==> src/rtl/dsp_pkg.sv <==
// Shared DSP definitions for the modulator-side and decimator-side blocks.
// Holds the CIC order, the output sample width and the saturating
// narrowing helper used to produce OUT_W-bit samples.
package dsp_pkg;

  localparam int unsigned CIC_ORDER = 3;
  localparam int unsigned OUT_W     = 16;
  localparam int unsigned SAT_IN_W  = 32;

  // Clamp a wide signed value into the signed OUT_W-bit range.
  function automatic logic signed [OUT_W-1:0] sat_out(input logic signed [SAT_IN_W-1:0] x);
    logic signed [OUT_W-1:0] r;
    if (x > 32'sd32767) begin
      r = 16'sh7fff;
    end else if (x < -32'sd32768) begin
      r = 16'sh8000;
    end else begin
      r = x[OUT_W-1:0];
    end
    return r;
  endfunction

endpackage

==> src/rtl/cic_comb.sv <==
// Single CIC comb stage, differential delay 1, W-bit modulo arithmetic.
// Ports:
//   clk, rst_n : clock, asynchronous active-low reset
//   en         : advance the stage (one decimated sample present on din)
//   din        : stage input
//   dout       : registered din - previous din
module cic_comb #(
  parameter int unsigned W = 20
) (
  input  logic         clk,
  input  logic         rst_n,
  input  logic         en,
  input  logic [W-1:0] din,
  output logic [W-1:0] dout
);

  logic [W-1:0] dly;

  // Delay element and difference both move only when a sample is present.
  always_ff @(posedge clk or negedge rst_n) begin
    if (!rst_n) begin
      dly  <= '0;
      dout <= '0;
    end else if (en) begin
      dly  <= din;
      dout <= din - dly;
    end
  end

endmodule

==> src/rtl/dsadc_decim.sv <==
// 3rd-order CIC decimator for a 1-bit delta-sigma bitstream.
// Integrators run at the input rate (qualified by en); every R consumed bits
// the third integrator is captured and pushed through three pipelined comb
// stages, then scaled, saturated and registered as a 16-bit sample.
// Ports:
//   clk, rst_n : clock, asynchronous active-low reset
//   en         : input-sample qualifier, one bit consumed per en=1 cycle
//   bitstream  : 1 -> +1, 0 -> -1
//   signal     : signed 16-bit decimated sample, held between updates
//   valid      : one-cycle pulse when signal updates
// R must be one of 32, 64, 128, 256.
module dsadc_decim
  import dsp_pkg::*;
#(
  parameter int unsigned R = 64,
  parameter int unsigned W = 2 + 3 * $clog2(R)
) (
  input  logic        clk,
  input  logic        rst_n,
  input  logic        en,
  input  logic        bitstream,
  output logic [15:0] signal,
  output logic        valid
);

  localparam int unsigned CW = $clog2(R);
  // Full-scale CIC gain is R^3 = 2^(3*CW); shift down to a 2^15 full scale.
  localparam int unsigned SH = CIC_ORDER * CW - (OUT_W - 1);

  logic [W-1:0]          x;
  logic [W-1:0]          i1, i2, i3;
  logic [W-1:0]          i1_n, i2_n, i3_n;
  logic [CW-1:0]         cnt;
  logic                  strobe;
  logic [W-1:0]          cap;
  logic [W-1:0]          c1, c2, c3;
  logic [3:0]            pv;
  logic [1:0]            warm;
  logic signed [W-1:0]   scaled;

  // Input mapping, integrator next-state chain and decimation strobe.
  always_comb begin
    x      = bitstream ? {{(W-1){1'b0}}, 1'b1} : {W{1'b1}};
    i1_n   = i1 + x;
    i2_n   = i2 + i1_n;
    i3_n   = i3 + i2_n;
    strobe = en && (cnt == CW'(R - 1));
    scaled = $signed(c3) >>> SH;
  end

  // Integrators and decimation counter advance only on qualified input bits.
  always_ff @(posedge clk or negedge rst_n) begin
    if (!rst_n) begin
      i1  <= '0;
      i2  <= '0;
      i3  <= '0;
      cnt <= '0;
    end else if (en) begin
      i1  <= i1_n;
      i2  <= i2_n;
      i3  <= i3_n;
      cnt <= strobe ? '0 : cnt + CW'(1);
    end
  end

  // Capture stage plus per-stage occupancy; runs regardless of en so the
  // result lands on the output register exactly 4 clocks after the strobe.
  always_ff @(posedge clk or negedge rst_n) begin
    if (!rst_n) begin
      cap <= '0;
      pv  <= '0;
    end else begin
      pv <= {pv[2:0], strobe};
      if (strobe) begin
        cap <= i3_n;
      end
    end
  end

  cic_comb #(.W(W)) u_comb1 (
    .clk   (clk),
    .rst_n (rst_n),
    .en    (pv[0]),
    .din   (cap),
    .dout  (c1)
  );

  cic_comb #(.W(W)) u_comb2 (
    .clk   (clk),
    .rst_n (rst_n),
    .en    (pv[1]),
    .din   (c1),
    .dout  (c2)
  );

  cic_comb #(.W(W)) u_comb3 (
    .clk   (clk),
    .rst_n (rst_n),
    .en    (pv[2]),
    .din   (c2),
    .dout  (c3)
  );

  // Output register; the first three results only fill the comb delays.
  always_ff @(posedge clk or negedge rst_n) begin
    if (!rst_n) begin
      signal <= '0;
      valid  <= 1'b0;
      warm   <= '0;
    end else begin
      valid <= 1'b0;
      if (pv[3]) begin
        if (warm == 2'd3) begin
          signal <= sat_out(SAT_IN_W'(scaled));
          valid  <= 1'b1;
        end else begin
          warm <= warm + 2'd1;
        end
      end
    end
  end

endmodule

==> config.mk <==
export PLATFORM = sky130hd
export DESIGN_NAME = dsadc_decim
export DESIGN_NICKNAME = d
export VERILOG_FILES = /design/src/rtl/dsp_pkg.sv /design/src/rtl/cic_comb.sv /design/src/rtl/dsadc_decim.sv
export SDC_FILE = /design/constraint.sdc
export NUM_CORES = 1
export LEC_CHECK = 0
export CORE_MARGIN = 8
export CORE_UTILIZATION = 55
export DETAILED_ROUTE_END_ITERATION = 10
export GPL_TIMING_DRIVEN = 0
export PLACE_DENSITY = 0.74
export SETUP_SLACK_MARGIN = 0.2
export SYNTH_ARGS = -nofsm -noshare
export SYNTH_HDL_FRONTEND = slang
export SYNTH_SLANG_ARGS = --single-unit
==> constraint.sdc <==
create_clock -name clk -period 5.75 [get_ports clk]
set_input_delay 0.575 -clock clk [delete_from_list [all_inputs] [get_ports clk]]
set_output_delay 0.575 -clock clk [all_outputs]
set_load 0.01 [all_outputs]
# After elaboration in Yosys (flattened, before gate mapping)
# Cells that the tools add are included.
dict set report totals {
  regBits 229
  inputBits 4
  out_inout_bits 17
  wordCells 37
}
dict set report classes {
  addsub 8
  order_cmp 2
  eq_ne 2
  muxes 6
  n_bitwise 1
  reduce_logical 3
}
# cell n
set op_table {}
lappend op_table {{$add 20x20->20} 3}
lappend op_table {{$sub 20x20->20} 3}
lappend op_table {{$mux 16} 2}
lappend op_table {{$mux 20} 1}
lappend op_table {{$gt 17x16->1 const B} 1}
lappend op_table {{$lt 17x16->1 const B} 1}
lappend op_table {{$add 6x1->6 const B} 1}
lappend op_table {{$eq 6x6->1 const B} 1}
lappend op_table {{$mux 6} 1}
lappend op_table {{$reduce_and 2->1} 2}
lappend op_table {{$add 2x1->2 const B} 1}
lappend op_table {{$eq 2x2->1 const B} 1}
lappend op_table {{$mux 1} 2}
lappend op_table {{$logic_and 1x1->1} 1}
lappend op_table {{$not 1->1} 1}

# Depth between registers and ports, before layout
# Gate-level depths: netlist of the first run.
dict set report depth {
  ltp_word 4
  mapped_depth 29
}

# Modules after synthesis
# Synthesis of the first run repeated with hierarchy kept, for this count alone.
dict set report hier_totals {
  cells_unflattened 1522
  area_unflattened_um2 14649.0
}
# module n_inst cells_per_inst area_each_um2
set by_module_without_submodules {}
lappend by_module_without_submodules {dsadc_decim 1 680 6967.9}
lappend by_module_without_submodules {{cic_comb at u_comb1 ...} 2 281 2566.2}
lappend by_module_without_submodules {{cic_comb at u_comb3} 1 280 2548.7}

# Worst setup path before layout of the first run
# No wires, ideal clock.
dict set report synth_timing {
  path_kind {input -> register}
  startpoint {input bitstream}
  endpoint {register i3[19]}
  setup_ns 0.080
  arrival_ns 5.689
  slack_ns -0.019
  stages 28
  path_buffers 0
  cell_sequence {inv_1 -> ha_1 -> nor2b_1 -> o21ai_1 -> a21boi_0 -> o21ai_0 -> a21boi_1 -> o21ai_0 -> a21boi_1 -> nor2_1 -> ha_1 -> a21oi_1 -> inv_1 -> a21oi_1 -> a21oi_1 -> o21ai_0 -> nor2b_1 -> xnor2_1 -> ha_1 -> a21oi_1 -> nand2_1 -> a211o_1 -> a221oi_1 -> o2111ai_1 -> a21o_1 -> and2_1 -> mux2i_1 -> xnor2_1}
}
dict set report synth_between {
  elab_chain_len 4
}
# element line
set synth_rtl {}
lappend synth_rtl {{from (decl)} dsadc_decim.sv:21} ;# input logic bitstream,
lappend synth_rtl {{$mux 20} dsadc_decim.sv:43} ;# x = bitstream ? {{(W-1){1'b0}}, 1'b1} : {W{1'b1}};
lappend synth_rtl {{$add 20x20->20} dsadc_decim.sv:44} ;# i1_n = i1 + x;
lappend synth_rtl {{net i1_n[8]} dsadc_decim.sv:32} ;# logic [W-1:0] i1_n, i2_n, i3_n;
lappend synth_rtl {{$add 20x20->20} dsadc_decim.sv:45} ;# i2_n = i2 + i1_n;
lappend synth_rtl {{net i2_n[12]} dsadc_decim.sv:32}
lappend synth_rtl {{$add 20x20->20} dsadc_decim.sv:46} ;# i3_n = i3 + i2_n;
lappend synth_rtl {{to (signal assigned)} dsadc_decim.sv:61} ;# i3 <= i3_n;
lappend synth_rtl {{to (decl)} dsadc_decim.sv:31} ;# logic [W-1:0] i1, i2, i3;
# The timed path passes the listed nets, and every way through them passes these cells.
# A chain may end at the register's enable or synchronous reset.

# Worst setup path after layout of the first run
dict set report layout_timing {
  startpoint {input bitstream}
  endpoint {register cap[19]}
}
dict set report layout_between {
  elab_chain_len 4
}
# element line
set layout_rtl {}
lappend layout_rtl {{$mux 20} dsadc_decim.sv:43}
lappend layout_rtl {{$add 20x20->20} dsadc_decim.sv:44}
lappend layout_rtl {{net i1_n[13]} dsadc_decim.sv:32}
lappend layout_rtl {{$add 20x20->20} dsadc_decim.sv:45}
lappend layout_rtl {{net i2_n[14]} dsadc_decim.sv:32}
lappend layout_rtl {{$add 20x20->20} dsadc_decim.sv:46}
lappend layout_rtl {{to (signal assigned)} dsadc_decim.sv:75} ;# cap <= i3_n;
lappend layout_rtl {{to (decl)} dsadc_decim.sv:35} ;# logic [W-1:0] cap;
# The timed path passes the listed nets, and every way through them passes these cells.

==> results of run 1 <==
==> Yosys cell counts (3+ instances only) <==
| cell type | number | share of area [%] |
|---|---|---|
| xor2_1 | 26 | 1.7 |
| fa_1 | 5 | 0.73 |
| xnor2_1 | 64 | 4.1 |
| o21bai_1 | 8 | 0.44 |
| a31o_2 | 4 | 0.26 |
| o2111ai_1 | 5 | 0.32 |
| a221o_1 | 3 | 0.22 |
| a311o_1 | 3 | 0.22 |
| nor2b_1 | 21 | 0.96 |
| buf_1 | 14 | 0.39 |
| or2_2 | 5 | 0.23 |
| and2_1 | 4 | 0.18 |
| mux2_2 | 113 | 9.3 |
| mux2i_1 | 5 | 0.37 |
| or3_1 | 9 | 0.41 |
| o311ai_0 | 5 | 0.32 |
| nand3_1 | 24 | 0.88 |
| a31oi_1 | 10 | 0.46 |
| o21ai_0 | 97 | 3.6 |
| o21a_1 | 16 | 0.88 |
| a21boi_1 | 5 | 0.28 |
| a21o_1 | 25 | 1.4 |
| o21ai_1 | 7 | 0.26 |
| and3_1 | 8 | 0.37 |
| nand2b_1 | 12 | 0.55 |
| o2bb2ai_1 | 4 | 0.26 |
| clkbuf_1 | 23 | 0.63 |
| maj3_1 | 12 | 0.88 |
| o211ai_1 | 3 | 0.17 |
| a21boi_0 | 8 | 0.44 |
| inv_1 | 109 | 3.0 |
| ha_1 | 117 | 11 |
| nor3_1 | 18 | 0.66 |
| dfrtp_1 | 226 | 41 |
| o31a_1 | 3 | 0.19 |
| a2111o_1 | 4 | 0.33 |
| nor2_1 | 88 | 2.4 |
| a21oi_1 | 81 | 3.0 |
| o31ai_1 | 13 | 0.72 |
| nand2_1 | 118 | 3.2 |
| nand4_1 | 9 | 0.41 |
| a211oi_1 | 11 | 0.61 |
==> flip-flops by register name (all words and copies together) (netlist names) <==
| name | flops |
|---|---|
| u_comb3.dly | 20 |
| u_comb1.dly | 20 |
| valid | 1 |
| u_comb3.dout | 17 |
| i1 | 20 |
| pv | 4 |
| warm | 2 |
| i3 | 20 |
| cap | 20 |
| u_comb1.dout | 20 |
| signal | 16 |
| i2 | 20 |
| u_comb2.dout | 20 |
| u_comb2.dly | 20 |
| cnt | 6 |
==> cell type report <==
cell class              instances  area [um^2]  share of cell area [%]
plain buffers                  38          148                   0.944
inverters                     112          424                    2.71
flip-flops and latches        226         5660                    36.1
clock inverters                11          141                   0.904
multi-input cells            1003         7680                    49.1
well taps                     324          405                    2.59
repair buffers                 50          468                    2.99
clock buffers                  33          726                    4.64
==> final timing paths <==
kind / from / end / slack [ps]
max reg2reg: i1[1]$_DFFE_PN0P_ / cap[19]$_DFFE_PN0P_ / 350
min reg2reg: pv[1]$_DFF_PN0_ / pv[2]$_DFF_PN0_ / 410
max: bitstream / cap[19]$_DFFE_PN0P_ / 290
max in group asynchronous: rst_n / u_comb1.dly[19]$_DFFE_PN0P_ / 4970
min in group clk: pv[1]$_DFF_PN0_ / pv[2]$_DFF_PN0_ / 410
min: rst_n / u_comb3.dly[1]$_DFFE_PN0P_ / -3
==> stage by stage <==
step	TNS [ps]	setup WS (ps)	cell area [um^2]	hold WS [ps]	utilization [%]
2_1_floorplan	0	235	13700	279	-
3_3_place_gp	-1280560	-5600	14300	401	58.7
3_5_place_dp	-20230	-1650	14300	399	58.9
4_1_cts	0	216	15400	3.35	63.3
5_1_grt	0	0.500	15600	30.7	64.3
6_report	0	292	15600	-3.12	64.3
==> routing by layer <==
layer / track usage, % / part of all wire [%] / vias up
met5: 0 / 0 / -
met4: 6.68 / 3.6 / 0
met3: 2.44 / 2.8 / 68
met2: 35.8 / 52 / 136
met1: 20.7 / 41 / 4941
li1: - / - / 5023
==> what timing repair did <==
item	4_1_cts	5_1_grt
endpoints found under the setup margin	17	10
gates resized for setup	27	35
pin swaps	19	34
buffers inserted	16	12
==> kinds of logic after synthesis <==
logic type / count (synthesis) / synth area share [%]
buffers and inverters: 150 / 4.14
AO/OA/AOI/OAI: 334 / 15.6
multiplexers: 118 / 9.70
AND/OR/NAND/NOR: 327 / 11.0
flip-flops: 226 / 41.5
XOR/XNOR: 90 / 5.78
adder cells (fa/ha/maj): 134 / 12.4
==> reports/summary.txt, run 1 <==
Clk Latency, worst-skew pair - 510 ps
Max-Cap Viols - 0
gp weighted congestion - 0.856
WP data arrival - 5840 ps
clock-pin slew on the worst setup and hold paths - 60 ps
Least-Margin Pin Slew - 834 ps
failing checks - negative hold slack
DRT Wirelength - 28000 um
first-pass GRT wire length - 48600 um
post-DP HPWL - 20600 um
Fmax achieved - 183 MHz
CTS tree - built
Initial Util - 56.1%
First-pass DRT Iterations - 5
initial antenna violation count - 0
Critical Path End Type - flip-flop
Layout fillers - 1889
CP top delay family - compound AO/OA/AOI/OAI gates
Post-Place Cells - 1725
status - finished with violations
sequential fraction of the synthesis area - 41.5%
Mapped Area - 13600 um^2
Hold Path Class - in2async
Root Buffer - clkbuf_16
Setup Skew - 7.83 ps
vias in the first global route - 10500
fin crit share - 94.9%
Final Hold Viols - 1
largest buffer count on any clock path - 3
Cell Count, Final, Fillers Out - 1797
detailed-route via count - 10200
most common flop cell mapped by yosys - dfrtp_1
total CTS buffers - 25
worst path bufs/invs - 5
number of nets in the layout - 1582
Max FO, Critical Path - 5
Iter 0 DRT Violations - 436
Vias/cell - 5.66
Chip Height - 173 um
cell depth of the worst setup path - 28
critical path required time - 6130 ps
CP Launch Type - input pin
Rel. slew slack - 44.4%
slowest stage delay, CP - 360 ps
hold slack - -3.12 ps
CP dominant cell by count - nor2_1
Net Count, Synth - 1505
Max Slew Vio Count - 0
Post-synth ARST share - 100%
FP Rows - 57
htree depth - 1
Synth Instances - 1379
Top-Level Pins - 21
CP Class - in2reg
slowest CP cell - ha_1
min Tclk post-route - 5460 ps
All-Layer GR Usage - 18.7%
drt drc - 0
yosys warns - 0
PortBufs - 20
routed length per placed instance - 15.6 um
Die ar. - 30100 um^2
Die X - 173 um
Antenna Violating Nets Remaining - 0
Yosys reg bits - 226
Netlist cell types - 67
commonest non-fill, non-tap cell in the layout - dfrtp_1
syn_area_per_cell - 9.89 um^2
commonest non-fill, non-tap cells in the layout - dfrtp_1, nand2_1, mux2_2
area growth from synthesis to layout - 14.7%
final setup violation count - 0
reg2reg path depth - 26
# diodes - 0
pin count of the biggest net entering global routing - 88
Post-synth EDFFs - 0
CTS sink count - 226
RSZ-0062 raised after global routing - no
gr ovfl total - 0
Core ar. - 24300 um^2
# hold bufs at CTS - 0
layout cell share with drive strength beyond 1 - 16.9%
Power of run 1 is left out: the tool's default activity adds up to more than one toggle a clock period on the data nets, which glitch-free logic cannot reach.
==> run 2, diff against run 1 <==
--- a/config.mk
+++ b/config.mk
@@ -7,6 +7,7 @@
 export LEC_CHECK = 0
 export CORE_MARGIN = 8
 export CORE_UTILIZATION = 55
+export CTS_CLUSTER_SIZE = 12
 export DETAILED_ROUTE_END_ITERATION = 10
 export GPL_TIMING_DRIVEN = 0
 export PLACE_DENSITY = 0.74
==> run 2 against run 1 <==
The flow now finishes without violations. Critical endpoint is now i3[17]$_DFFE_PN0P_. Final area grew 0.49%. Highest routed layer unchanged. Via count is 0.59% higher. Core utilization is 0.31 points higher. First-iteration DRC count shrank 0.69%. Non-clock buffer count grew 4. Critical path depth grew 1. Worst hold slack improved by 410 ps. Sequential share of layout area is 0.18 points lower.
==> reports/summary.txt, run 2 (synthesis gave the netlist of run 1 again) <==
status - complete, no violations
number of nets in the layout - 1587 (+0.32%)
All-Layer GR Usage - 18.8% (+0.10 points)
Initial Util - 56.1% (unchanged)
DRT Wirelength - 28200 um (+0.74%)
Iter 0 DRT Violations - 433 (-0.69%)
Rel. slew slack - 45.6% (+1.2 points)
Die X - 173 um (unchanged)
Top-Level Pins - 21 (unchanged)
RR Startpoint - i1[1]$_DFFE_PN0P_
CTS tree - built
Layout fillers - 1891 (+0.11%)
setup TNS - 0 ps (unchanged)
slowest stage delay, CP - 350 ps (about the same)
post-DP HPWL - 20600 um (unchanged)
Max Slew Vio Count - 0 (unchanged)
gp weighted congestion - 0.856 (unchanged)
Max FO, Critical Path - 5 (unchanged)
First-pass DRT Iterations - 4 (-1)
Final Hold Viols - 0 (-1)
htree depth - 1 (unchanged)
Max-Cap Viols - 0 (unchanged)
min Tclk post-route - 5370 ps (-89.6 ps)
Die ar. - 30100 um^2 (unchanged)
detailed-route via count - 10200 (+0.59%)
commonest non-fill, non-tap cell in the layout - dfrtp_1
initial antenna violation count - 0 (unchanged)
Hold Path Class - reg2reg
CP dominant cell by count - buf_4
CP Launch Type - input pin
final setup violation count - 0 (unchanged)
total CTS buffers - 26 (+4.0%)
Least-Margin Pin Slew - 816 ps (-17.3 ps)
CP Class - in2reg
RSZ-0062 raised after global routing - no
Crit. Startpoint - bitstream
Multi-input gate area - 7700 um^2 (+0.36%)
slowest CP cell - ha_1
# diodes - 0 (unchanged)
layout cell share with drive strength beyond 1 - 17.2% (+0.34 points)
drt drc - 0 (unchanged)
PortBufs - 20 (unchanged)
fin crit share - 93.4% (-1.6 points)
Critical Path End Type - flip-flop
Fmax achieved - 186 MHz (+1.7%)
register area - 5660 um^2 (unchanged)
Chip Height - 173 um (unchanged)
WP data arrival - 5780 ps (-60 ps)
area growth from synthesis to layout - 15.3%
Core ar. - 24300 um^2 (unchanged)
CTS sink count - 226 (unchanged)
hold_sp - pv[1]$_DFF_PN0_
largest buffer count on any clock path - 3 (unchanged)
clock-pin slew on the worst setup and hold paths - 60 ps (about the same)
Root Buffer - clkbuf_16
routed length per placed instance - 15.6 um (+0.40%)
commonest non-fill, non-tap cells in the layout - dfrtp_1, nand2_1, mux2_2
Setup Skew - 9.33 ps (+1.49 ps)
Vias/cell - 5.67 (+0.26%)
pin count of the biggest net entering global routing - 88 (unchanged)
Antenna Violating Nets Remaining - 0 (unchanged)
gr ovfl total - 0 (unchanged)
Clk Latency, worst-skew pair - 530 ps (+20 ps)
FP Rows - 57 (unchanged)
first-pass GRT wire length - 48900 um (+0.63%)
vias in the first global route - 10600 (+0.76%)
critical path required time - 6160 ps (+30 ps)
worst path bufs/invs - 7 (+2)
CP top delay family - compound AO/OA/AOI/OAI gates
-- run 2: changes by cell type in the layout (fill, tap and decap cells not counted), moves of 2 or more --
cell	before	now
buf_4	28	31
clkbuf_1	23	26
clkbuf_16	25	27
clkinvlp_4	4	2
-- run 2: worst reg2reg max path: cells and delay by family (launching register included) --
family	cells	cell delay [ps]
AO/OA/AOI/OAI	16	2800
adder cells (fa/ha/maj)	3	1020
XOR/XNOR	3	390
flip-flops	1	360
AND/OR/NAND/NOR	2	300
multiplexers	1	270
buffers and inverters	2	130
-- run 2: area by class of cell --
class	instances	area share, %
Inverter	112	2.70
Buffer	38	0.939
Sequential cell	226	36.0
Clock inverter	8	0.613
Clock buffer	38	5.01
Multi-Input combinational cell	1003	49.0
Timing Repair Buffer	54	3.18
Tap cell	324	2.58
-- run 2: repair_timing --
item / 4_1_cts / 5_1_grt
hold buffers: 1 / 0
endpoints found under the setup margin: 17 / 10
buffers inserted: 17 / 14
endpoints found under the hold margin: 1 / 0
resized for setup: 26 / 41
pin swaps: 20 / 36
-- run 2: layer usage --
| layer | up-vias | routed length [um] | track usage, % |
|---|---|---|---|
| met4 | 0 | 1040 | 7.19 |
| met1 | 4943 | 11600 | 20.8 |
| met5 | - | 0 | 0 |
| met2 | 158 | 14700 | 35.7 |
| met3 | 68 | 890 | 2.59 |
| li1 | 5059 | - | - |
-- run 2: metrics by stage --
stage	util [%]	std cells	setup slack, ps	hold slack (ps)	cell area, um^2
finish	64.6	1803	381	410	15700
CTS	63.5	1789	217	404	15400
global route	64.6	1803	112	432	15700
floorplan	-	1379	235	279	13700
detailed placement	58.9	1725	-1650	399	14300
global placement	58.7	1723	-5600	401	14300
-- run 2: path summary, 6_finish.rpt --
kind	cells after the start	end	slack, ps
worst max-delay path	29	i3[17]$_DFFE_PN0P_	380
worst min-delay path	0	pv[2]$_DFF_PN0_	410
worst max register to register	27	cap[18]$_DFFE_PN0P_	390
worst min register to register	0	pv[2]$_DFF_PN0_	410
max in group asynchronous	3	i1[5]$_DFFE_PN0P_	4380
min in group asynchronous	2	u_comb3.dly[1]$_DFFE_PN0P_	590
Power of run 2 is left out for the same reason.
